File: src/rtl/gol_pkg.sv
// Shared types and constants for the Game-of-Life run/step/clear sequencer.
package gol_pkg;

   localparam int unsigned TICK_BASE_DEFAULT = 250000;
   localparam int          GEN_W             = 16;
   localparam int          TICK_W            = 32;
   localparam int          STATE_W           = 3;

   typedef enum logic [STATE_W-1:0] {
      ST_SETUP = 3'd0,
      ST_RUN   = 3'd1,
      ST_PAUSE = 3'd2,
      ST_STEP  = 3'd3,
      ST_CLEAR = 3'd4
   } state_e;

   // Tick period for a given base and speed select.
   function automatic logic [TICK_W-1:0] tick_period(input logic [TICK_W-1:0] base,
                                                     input logic [1:0]        spd);
      return base << spd;
   endfunction

endpackage

File: src/rtl/rise_detect.sv
// One-bit rising-edge detector: pulses while the input is high and was low on the previous cycle.
module rise_detect (
   input  logic clk,
   input  logic reset,
   input  logic i_d,
   output logic o_rise
);

   logic r_prev;

   always_ff @(posedge clk) begin
      if (reset) begin
         r_prev <= 1'b0;
      end else begin
         r_prev <= i_d;
      end
   end

   assign o_rise = i_d & ~r_prev;

endmodule

File: src/rtl/gol_sequencer.sv
// Run/pause/step/clear controller for the Game-of-Life grid: generation ticks,
// clear pulses, user edit grants and a saturating generation counter.
module gol_sequencer
   import gol_pkg::*;
#(
   parameter int unsigned TICK_BASE = TICK_BASE_DEFAULT
)(
   input  logic               clk,
   input  logic               reset,
   input  logic               run_sw,
   input  logic               step_key,
   input  logic               clear_key,
   input  logic               set_initial,
   input  logic               board_empty,
   input  logic [1:0]         speed,
   output logic               start_game,
   output logic               edit_en,
   output logic               gen_tick,
   output logic               clear_grid,
   output logic [GEN_W-1:0]   gen_count,
   output logic [STATE_W-1:0] state_o
);

   localparam logic [STATE_W-1:0] S_SETUP = STATE_W'(ST_SETUP);
   localparam logic [STATE_W-1:0] S_RUN   = STATE_W'(ST_RUN);
   localparam logic [STATE_W-1:0] S_PAUSE = STATE_W'(ST_PAUSE);
   localparam logic [STATE_W-1:0] S_STEP  = STATE_W'(ST_STEP);
   localparam logic [STATE_W-1:0] S_CLEAR = STATE_W'(ST_CLEAR);

   logic [1:0]         w_keys;
   logic [1:0]         w_rise;
   logic               w_step_edge;
   logic               w_clear_edge;

   logic [STATE_W-1:0] r_state;
   logic [STATE_W-1:0] w_state_next;

   logic [TICK_W-1:0]  r_tick_cnt;
   logic [TICK_W-1:0]  w_tick_cnt_next;
   logic [TICK_W-1:0]  w_period_last;
   logic               r_run_d;
   logic               w_run_counting;
   logic               w_tick_fire;
   logic               w_tick_next;

   logic               r_gen_tick;
   logic               r_clear_grid;
   logic [GEN_W-1:0]   r_gen_count;

   assign w_keys = {clear_key, step_key};

   for (genvar gi = 0; gi < 2; gi++) begin : g_edge
      rise_detect u_rise (
         .clk    (clk),
         .reset  (reset),
         .i_d    (w_keys[gi]),
         .o_rise (w_rise[gi])
      );
   end

   assign w_step_edge  = w_rise[0];
   assign w_clear_edge = w_rise[1];

   always_comb begin
      w_state_next = r_state;
      case (r_state)
         S_SETUP: begin
            if (w_clear_edge)     w_state_next = S_CLEAR;
            else if (run_sw)      w_state_next = S_RUN;
            else if (w_step_edge) w_state_next = S_STEP;
         end
         S_RUN: begin
            if (w_clear_edge)     w_state_next = S_CLEAR;
            else if (!run_sw)     w_state_next = S_PAUSE;
            else if (board_empty) w_state_next = S_SETUP;
         end
         S_PAUSE: begin
            if (w_clear_edge)     w_state_next = S_CLEAR;
            else if (run_sw)      w_state_next = S_RUN;
            else if (w_step_edge) w_state_next = S_STEP;
         end
         S_STEP:  w_state_next = S_PAUSE;
         S_CLEAR: w_state_next = S_SETUP;
         default: w_state_next = S_SETUP;
      endcase
   end

   // The first RUN cycle (r_run_d still low) holds the counter at zero, which
   // puts the first tick P+1 cycles after entry while keeping a period of P.
   assign w_period_last  = tick_period(TICK_W'(TICK_BASE), speed) - TICK_W'(1);
   assign w_run_counting = (r_state == S_RUN) && r_run_d;
   assign w_tick_fire    = w_run_counting && (r_tick_cnt == w_period_last);

   always_comb begin
      w_tick_cnt_next = '0;
      if (w_run_counting && !w_tick_fire) begin
         w_tick_cnt_next = r_tick_cnt + TICK_W'(1);
      end
   end

   // A RUN tick only counts if the FSM stays in RUN across the firing edge.
   assign w_tick_next = (w_tick_fire && (w_state_next == S_RUN)) ||
                        (w_state_next == S_STEP);

   always_ff @(posedge clk) begin
      if (reset) begin
         r_state      <= S_SETUP;
         r_tick_cnt   <= '0;
         r_run_d      <= 1'b0;
         r_gen_tick   <= 1'b0;
         r_clear_grid <= 1'b0;
      end else begin
         r_state      <= w_state_next;
         r_tick_cnt   <= w_tick_cnt_next;
         r_run_d      <= (r_state == S_RUN);
         r_gen_tick   <= w_tick_next;
         r_clear_grid <= (w_state_next == S_CLEAR);
      end
   end

   always_ff @(posedge clk) begin
      if (reset) begin
         r_gen_count <= '0;
      end else if (w_state_next == S_CLEAR) begin
         r_gen_count <= '0;
      end else if (w_tick_next && (r_gen_count != {GEN_W{1'b1}})) begin
         r_gen_count <= r_gen_count + GEN_W'(1);
      end
   end

   assign start_game = (r_state != S_SETUP) && (r_state != S_CLEAR);
   assign edit_en    = set_initial && (r_state == S_SETUP);
   assign gen_tick   = r_gen_tick;
   assign clear_grid = r_clear_grid;
   assign gen_count  = r_gen_count;
   assign state_o    = r_state;

endmodule

File: config.mk
export PLATFORM = sky130hd
export DESIGN_NAME = gol_sequencer
export DESIGN_NICKNAME = d
export VERILOG_FILES = /design/src/rtl/gol_pkg.sv /design/src/rtl/rise_detect.sv /design/src/rtl/gol_sequencer.sv
export SDC_FILE = /design/constraint.sdc
export NUM_CORES = 1
export LEC_CHECK = 0
export ABC_CLOCK_PERIOD_IN_PS = 3100
export CAP_MARGIN = 0
export CORE_MARGIN = 2
export CORE_UTILIZATION = 56
export DETAILED_ROUTE_END_ITERATION = 6
export GPL_TIMING_DRIVEN = 0
export MAX_ROUTING_LAYER = met4
export PLACE_DENSITY = 0.8
export SLEW_MARGIN = 20
export SYNTH_ARGS = -nofsm -noshare
export SYNTH_HDL_FRONTEND = slang
export SYNTH_HIERARCHICAL = 1
export SYNTH_SLANG_ARGS = --single-unit
export TNS_END_PERCENT = 5
File: constraint.sdc
create_clock -name clk -period 3.1 [get_ports clk]
set_input_delay 0.465 -clock clk [delete_from_list [all_inputs] [get_ports clk]]
set_output_delay 0.465 -clock clk [all_outputs]
set_load 0.01 [all_outputs]
# Word level (Yosys, flattened, before mapping)
# Index checks and enable logic that the tools add are counted.
[totals]
register_bits = 56
inputBits = 9
output_inout_bits = 23
elab_cells = 47
[classes]
addsub = 3
n_eq_ne = 9
shift = 1
muxes = 7
bitwise = 5
n_reduce_logical = 14
[op_table]
columns = ["op", "count"]
rows = [
  ["$add A32 B1 Y32 const B", 1],
  ["$eq A32 B32 Y1", 1],
  ["$shl A18 B2 Y32 const A", 1],
  ["$sub A32 B1 Y32 const B", 1],
  ["$mux W3", 6],
  ["$add A16 B1 Y16 const B", 1],
  ["$ne A16 B16 Y1 const B", 1],
  ["$eq A3 B2 Y1 const B", 3],
  ["$pmux W3 S3", 1],
  ["$logic_and A1 B1 Y1", 7],
  ["$eq A3 B1 Y1 const B", 2],
  ["$reduce_or A2 Y1", 3],
  ["$eq A3 B3 Y1 const B", 1],
  ["$logic_not A3 Y1", 1],
  ["$ne A3 B3 Y1 const B", 1],
  ["$not A1 Y1", 3],
  ["$reduce_bool A3 Y1", 1],
  ["$and A1 B1 Y1", 2],
  ["$logic_not A1 Y1", 1],
  ["$logic_or A1 B1 Y1", 1],
]

# Longest topological paths before layout
# Gate-level depths: netlist of run 1.
[depth]
depth_word = 10
ltp_mapped = 11
depth_no_buf = 9

# Hierarchy
# Netlist of run 1, hierarchy kept.
[modules_own_cells]
columns = ["mod", "n_inst", "cells_per_inst", "area_each_um2", "seq_area_each_um2"]
rows = [
  ["gol_sequencer", 1, 315, 2728.9, 1081.0],
  ["rise_detect", 2, 3, 47.5, 20.0],
]

# Worst setup path before layout of run 1
# No wires, ideal clock.
[synth_path]
path_type = "input to register"
startpoint = "in speed[0]"
endpoint = "reg r_gen_count[7], in the netlist gen_count[7]"
setup_time_ns = 0.115
t_arrival_ns = 2.346
t_required_ns = 2.985
setup_slack_ns = 0.639
cell_stages = 10
n_path_buf = 1
path_cell_list = "inv_1 -> ha_1 -> and4bb_1 -> xor2_1 -> nor4_2 -> and4_4 -> o21ai_4 -> buf_6 -> o31a_1 -> o21a_1"
[synth_via]
elab_chain_cells = 7
[synth_lines]
columns = ["item", "line_no", "text"]
rows = [
  ["from (decl)", "gol_sequencer.sv:15", "input logic [1:0] speed,"],
  ["$shl A18 B2 Y32", "gol_pkg.sv:20", "return base << spd;"],
  ["$sub A32 B1 Y32", "gol_sequencer.sv:90", "assign w_period_last = tick_period(TICK_W'(TICK_BASE), speed) - TICK_W'(1);"],
  ["$eq A32 B32 Y1", "gol_sequencer.sv:92", "assign w_tick_fire = w_run_counting && (r_tick_cnt == w_period_last);"],
  ["$logic_and A1 B1 Y1", "gol_sequencer.sv:92", ""],
  ["$logic_and A1 B1 Y1", "gol_sequencer.sv:102", "assign w_tick_next = (w_tick_fire && (w_state_next == S_RUN)) ||"],
  ["$logic_or A1 B1 Y1", "gol_sequencer.sv:102", ""],
  ["$logic_and A1 B1 Y1", "gol_sequencer.sv:126", "end else if (w_tick_next && (r_gen_count != {GEN_W{1'b1}})) begin"],
  ["to (signal assigned)", "gol_sequencer.sv:127", "r_gen_count <= r_gen_count + GEN_W'(1);"],
  ["to (decl)", "gol_sequencer.sv:48", "logic [GEN_W-1:0] r_gen_count;"],
]
# Every way passes these cells.
# A chain may end at the register's enable or synchronous reset.

# Worst setup path in the final report of run 1
[layout_path]
startpoint = "in speed[1]"
endpoint = "reg r_gen_count[12], in the netlist gen_count[12]"
# The elaborated chain is that of the path after synthesis.

==> results of run 1 <==
-- metal layers --
metal / up-vias / GRT usage
met5: - / -
met2: 43 / 0.385
met3: 7 / 0.0442
li1: 1215 / -
met1: 1133 / 0.269
met4: 0 / 0.0595
-- power by group through the flow --
stage               Combinational [mW]  Sequential [mW]  Clock (mW)
floorplan                       0.0450            0.746           0
global placement                0.0798            0.745           0
detailed placement              0.0810            0.745           0
CTS                             0.0816            0.728       0.396
global route                    0.0890            0.729       0.415
finish                          0.0816            0.728       0.384
-- sequential cells by signal, summed over array words and instances (netlist names) --
signal	flops
r_run_d	1
g_edge.u_rise/r_prev	2
state_o	3
gen_tick	1
gen_count	16
clear_grid	1
r_tick_cnt	32
-- synthesized netlist by cell type, types with 2 or more instances --
| library cell | count | area, sq um |
|---|---|---|
| a21oi_1 | 15 | 75.1 |
| and2_1 | 3 | 18.8 |
| and3_1 | 10 | 62.6 |
| and4_1 | 5 | 43.8 |
| clkbuf_1 | 6 | 22.5 |
| dfxtp_1 | 56 | 1120 |
| ha_1 | 10 | 125 |
| inv_1 | 8 | 30.0 |
| nand2_1 | 26 | 97.6 |
| nand3_1 | 17 | 85.1 |
| nand3b_1 | 4 | 30.0 |
| nand4_1 | 8 | 50.1 |
| nor2_1 | 40 | 150 |
| nor2b_1 | 3 | 18.8 |
| nor2b_4 | 4 | 55.1 |
| nor3_1 | 8 | 40.0 |
| nor4_1 | 5 | 31.3 |
| nor4b_1 | 3 | 26.3 |
| o21a_1 | 5 | 37.5 |
| o21ai_0 | 9 | 45.0 |
| o31a_1 | 2 | 17.5 |
| o31ai_1 | 3 | 22.5 |
| o41ai_1 | 2 | 17.5 |
| or2_2 | 2 | 12.5 |
| or3_1 | 7 | 43.8 |
| or4_1 | 3 | 22.5 |
| xnor2_1 | 12 | 105 |
| xor2_1 | 24 | 210 |
-- logic make-up after synthesis --
kind of cell               synth area share
buffers and inverters                0.0270
AOI/OAI and AO/OA                     0.115
adders and majority gates            0.0443
and+or+nand+nor                       0.305
DFF                                   0.397
xor gates and xnor gates              0.112
-- critical path: stages --
cell and delay, ns:
dlymetal6s2s_1 0.21, inv_1 0.14, ha_1 0.27, nor2b_1 0.17
nor4b_2 0.30, xor2_1 0.22, and4_4 0.29, o21ai_4 0.09
buf_6 0.15, buf_4 0.16, o31ai_1 0.22, a21oi_1 0.10
-- how the worst max path moves through the flow --
stage               slack (ns)     start             to  depth (start not counted)
global placement         -0.21  speed[1]  gen_count[10]                         12
CTS                       0.07  speed[1]  gen_count[12]                         12
detailed placement       -0.25  speed[1]  gen_count[12]                         12
floorplan                 0.64  speed[0]   gen_count[7]                         10
finish                    0.50  speed[1]  gen_count[12]                         12
global route              0.26  speed[1]  gen_count[12]                         12
-- layout make-up --
class | count | share of cell area
Buffer | 9 | 0.0140
Inverter | 8 | 0.00905
Sequential cell | 56 | 0.338
Multi-Input combinational cell | 248 | 0.494
Tap cell | 67 | 0.0253
Clock inverter | 2 | 0.00377
Clock buffer | 5 | 0.0207
Timing Repair Buffer | 31 | 0.0951
-- repair_timing --
action	CTS	global route
resized for setup	0	4
setup endpoints to repair	0	20
endpoints found under the hold margin	0	0
==> impl_metrics.ini, run 1 <==
[power]
power.internal_mw = 0.918
pwr-share-clk = 0.322
worst_ir_drop_on_vdd_mv = 0.337
pwr-share-comb = 0.068
p_leak_nw = 1.14
power_mw = 1.19
switching_power_mw = 0.275
power_density_mw_per_mm2 = 360
power.switching_fraction = 0.231
power_frac_seq = 0.610

[clocking]
cts-hold-fix-buffers = 0
cts_buffers = 5
insertion_delay_ns = 0.31
clock_tree.buffer_depth = 2
cts.sinks = 56
cts.repair_timing.setup_buffer_count = 0
worst_setup_hold_path_clk_slew_ns = 0.10
htree_levels = 2
tritoncts = yes
cts.root.buffer_cell = clkbuf_8

[drt]
route.detailed.drc = 0
routed_wire_per_std_cell_um = 13.5
routed_wirelength_um = 5740
met2WireLength_um = 2840
topRoutingLayerUsed = met4
wl_met3_um = 216
metal1_wirelength_um = 2630
detail-route-antenna-nets = 0
via_count = 2398
post_drt_via_cell_ratio = 5.63
detailedRoute.firstPassIterationCount = 4
violation_count_after_the_first_detailed_routing_iteration = 114

[die]
initial_utilization = 0.590
boundaryPins = 32
die-height_um = 75.0
floorplan.core_area_sq_mm = 0.00479
dieWidth_um = 75.0
total_die_area_sq_mm = 0.00563
placement_rows = 25

[placement]
placedCellCount = 419
placed_area_sq_mm = 0.00322
place_hpwl_um = 4210
dp_worst_setup_slack_ns = -0.247
buffer_ports.inserted = 31
gp_routability_congestion = 0.857

[timing]
min_period_ns = 2.60
achievable-frequency_ghz = 0.384
timing.max_slew.rel_slack = 0.593
period_share = 0.840
grt_setup_unrepaired = false
final_setup_fails = 0
fin_setup_tns_ns = 0
fin_hold_ws_ns = 0.453
finalHoldViolations = 0
setup_clock_skew_after_layout_ns = 0.00795
worst-slew-pin-transition_ns = 0.606
setup_slack_ns = 0.495
drv_slew = 0

[grt]
grt_start_max_net_pins = 17
antenna_violations_before_repair = 0
via_count_of_the_first_global_routing_pass = 2120
gr-usage-all-layers = 0.224
gr-total-overflow = 0
grt_first_pass_wirelength_um = 9410

[flow_run]
timing.max_cap.violations = 0

[logic_synthesis]
mappedNetlistNets = 340
synth_cell_types = 49
yosysWarningCount = 6
async_flop_share = 0
synthesis.area_sq_mm = 0.00282
synth_area_per_cell_sq_um = 8.80
synth_flop_cell = dfxtp_1
synth.yosys.seq_area_share = 0.397
edff_count_synth = 0
synthesis.instances = 321
postSynthRegisterBits = 56

[min_path]
holdCritPathClass = reg -> reg
min_delay_path_depth = 1
hold_path.startpoint = r_tick_cnt[0]
holdPathEnd = r_tick_cnt[0]

[finish]
layout_stage_area_growth_over_the_synthesis_result_pct = 17.5
final_net_count = 378
final_core_util = 0.693
finalInstanceArea_sq_mm = 0.00332
multi_input_area_sq_mm = 0.00164
post_layout_nonfiller_instances = 426
layout.cells.most_common_list = dfxtp_1, nor2_1, clkdlybuf4s50_1
final_common_cell = dfxtp_1
layout-drive-gt1-share = 0.0696
final.fill_count = 414
num_antenna_cells = 0
area.sequential_sq_mm = 0.00112

[critical_path]
critical_path.startpoint_type = input port
rr_worst_depth = 10
required_ns = 3.29
r2r_start = r_tick_cnt[0]
worst-endpoint-arrival_ns = 2.79
crit_path_end_kind = register
timing.rr.end = gen_count[12]
criticalPathCategory = in -> reg
critical_path_peak_fanout = 10
rrSetupSlack_ns = 0.66

[run_status]
run_status = completed
Power figures use the tool's default switching activity.
==> inputs of run 2 (changes only) <==
--- a/config.mk
+++ b/config.mk
@@ -5,7 +5,7 @@
 export SDC_FILE = /design/constraint.sdc
 export NUM_CORES = 1
 export LEC_CHECK = 0
-export ABC_CLOCK_PERIOD_IN_PS = 3100
+export ABC_CLOCK_PERIOD_IN_PS = 2600
 export CAP_MARGIN = 0
 export CORE_MARGIN = 2
 export CORE_UTILIZATION = 56
==> constraint.sdc (replaced) <==
create_clock -name clk -period 2.6 [get_ports clk]
set_input_delay 0.39 -clock clk [delete_from_list [all_inputs] [get_ports clk]]
set_output_delay 0.39 -clock clk [all_outputs]
set_load 0.01 [all_outputs]
==> run 2 against run 1 <==
Sequential share of layout area is essentially flat. Combinational power grew 19%. Die area is the same. Non-clock buffer count is the same. Worst setup slack lost 0.31 ns. Clock-buffer cell count is the same. Cell count is the same. Clock power grew 19%. Register-to-register slack lost 0.48 ns. Global-route usage grew 0.17 points. Routed wire length grew 0.89%.
==> impl_metrics.ini, run 2 (synthesis results as in run 1) <==
[run_status]
run_status = completed

[timing]
fin_hold_ws_ns = 0.450
period_share = 0.930
worst-slew-pin-transition_ns = 0.608
timing.max_slew.rel_slack = 0.592
drv_slew = 0
setup_clock_skew_after_layout_ns = 0.00710
grt_setup_unrepaired = false
finalHoldViolations = 0
achievable-frequency_ghz = 0.413
final_setup_fails = 0
min_period_ns = 2.42
setup_slack_ns = 0.182

[clocking]
clock_tree.buffer_depth = 2
cts_buffers = 5
cts.root.buffer_cell = clkbuf_8
cts.sinks = 56
cts.repair_timing.setup_buffer_count = 0
htree_levels = 2
tritoncts = yes
insertion_delay_ns = 0.31
worst_setup_hold_path_clk_slew_ns = 0.09

[grt]
grt_start_max_net_pins = 17
antenna_violations_before_repair = 0
gr-total-overflow = 0
grt_first_pass_wirelength_um = 9430
gr-usage-all-layers = 0.226
via_count_of_the_first_global_routing_pass = 2109

[placement]
place_hpwl_um = 4210
placed_area_sq_mm = 0.00322
buffer_ports.inserted = 31
dp_worst_setup_slack_ns = -0.672
gp_routability_congestion = 0.857

[drt]
post_drt_via_cell_ratio = 5.66
metal1_wirelength_um = 2630
via_count = 2410
detail-route-antenna-nets = 0
met2WireLength_um = 2900
routed_wire_per_std_cell_um = 13.6
wl_met3_um = 204
detailedRoute.firstPassIterationCount = 4
topRoutingLayerUsed = met4
routed_wirelength_um = 5790
violation_count_after_the_first_detailed_routing_iteration = 99
route.detailed.drc = 0

[finish]
final.fill_count = 413
num_antenna_cells = 0
layout_stage_area_growth_over_the_synthesis_result_pct = 17.5
area.sequential_sq_mm = 0.00112
layout.cells.most_common_list = dfxtp_1, nor2_1, clkdlybuf4s50_1
final_common_cell = dfxtp_1
largest_register_ff_count = 32
final_core_util = 0.693
final_net_count = 378
regMostFlops = r_tick_cnt
finalInstanceArea_sq_mm = 0.00332
layout-drive-gt1-share = 0.0808
multi_input_area_sq_mm = 0.00166

[critical_path]
required_ns = 2.78
worst-endpoint-arrival_ns = 2.60
criticalPathCategory = reg -> reg
critical_path.startpoint_type = register
critical_path_peak_fanout = 10
rrSetupSlack_ns = 0.18
crit_path_end_kind = register

[die]
initial_utilization = 0.590
die-height_um = 75.0
total_die_area_sq_mm = 0.00563
dieWidth_um = 75.0
floorplan.core_area_sq_mm = 0.00479
placement_rows = 25
boundaryPins = 32

[power]
power_density_mw_per_mm2 = 429
worst_ir_drop_on_vdd_mv = 0.401
p_leak_nw = 1.12

[flow_run]
timing.max_cap.violations = 0

[min_path]
holdCritPathClass = reg -> reg
==> run 2: worst max-delay path, stage by stage, from the launching register on <==
cell	delay [ns]
dfxtp_1	0.36
ha_1	0.18
and3_1	0.28
nand3_1	0.16
nor4_4	0.32
and4_4	0.30
o21ai_4	0.09
buf_6	0.15
buf_4	0.16
o31ai_1	0.20
a21oi_1	0.09
==> run 2: path summary, 6_finish.rpt <==
path,end,from,cells past startpoint
hold reg to reg,r_tick_cnt[0],r_tick_cnt[0],1
hold / removal,r_tick_cnt[0],r_tick_cnt[0],1
setup / recovery,gen_count[10],r_tick_cnt[0],10
setup reg to reg,gen_count[10],r_tick_cnt[0],10
==> run 2: repair_timing <==
item | 4_1_cts | 5_1_grt
hold buffers | 0 | 0
gates resized for setup | 5 | 6
pin swaps | 1 | 2
setup endpoints to repair | 45 | 25
hold endpoints to repair | 0 | 0
==> run 2: layout make-up <==
cell class,count,share of cell area
buffer,9,0.0140
clock buffer,5,0.0207
clock inverter,2,0.00377
inverter,8,0.00905
multi-input combinational,248,0.499
sequential,56,0.338
tap,67,0.0253
timing repair buffer,31,0.0905
==> run 2: per-layer routing <==
metal,track usage,up-vias
li1,-,1217
met1,0.268,1149
met2,0.392,38
met3,0.0442,6
met4,0.0595,0
met5,-,-
==> run 2: where the power goes <==
part           switching (mW)  total, mW  internal (mW)
Combinational          0.0497     0.0975         0.0478
Clock                   0.273      0.456          0.183
Sequential            0.00526      0.868          0.863
Total                   0.328       1.42           1.09
==> run 2: through the flow <==
step	instances	total power, mW	setup TNS, ns
3_3_place_gp	419	0.983	-21.56
3_5_place_dp	419	0.985	-22.93
5_1_grt	426	1.47	0
4_1_cts	426	1.44	0
6_report	426	1.42	0
2_1_floorplan	321	0.943	0
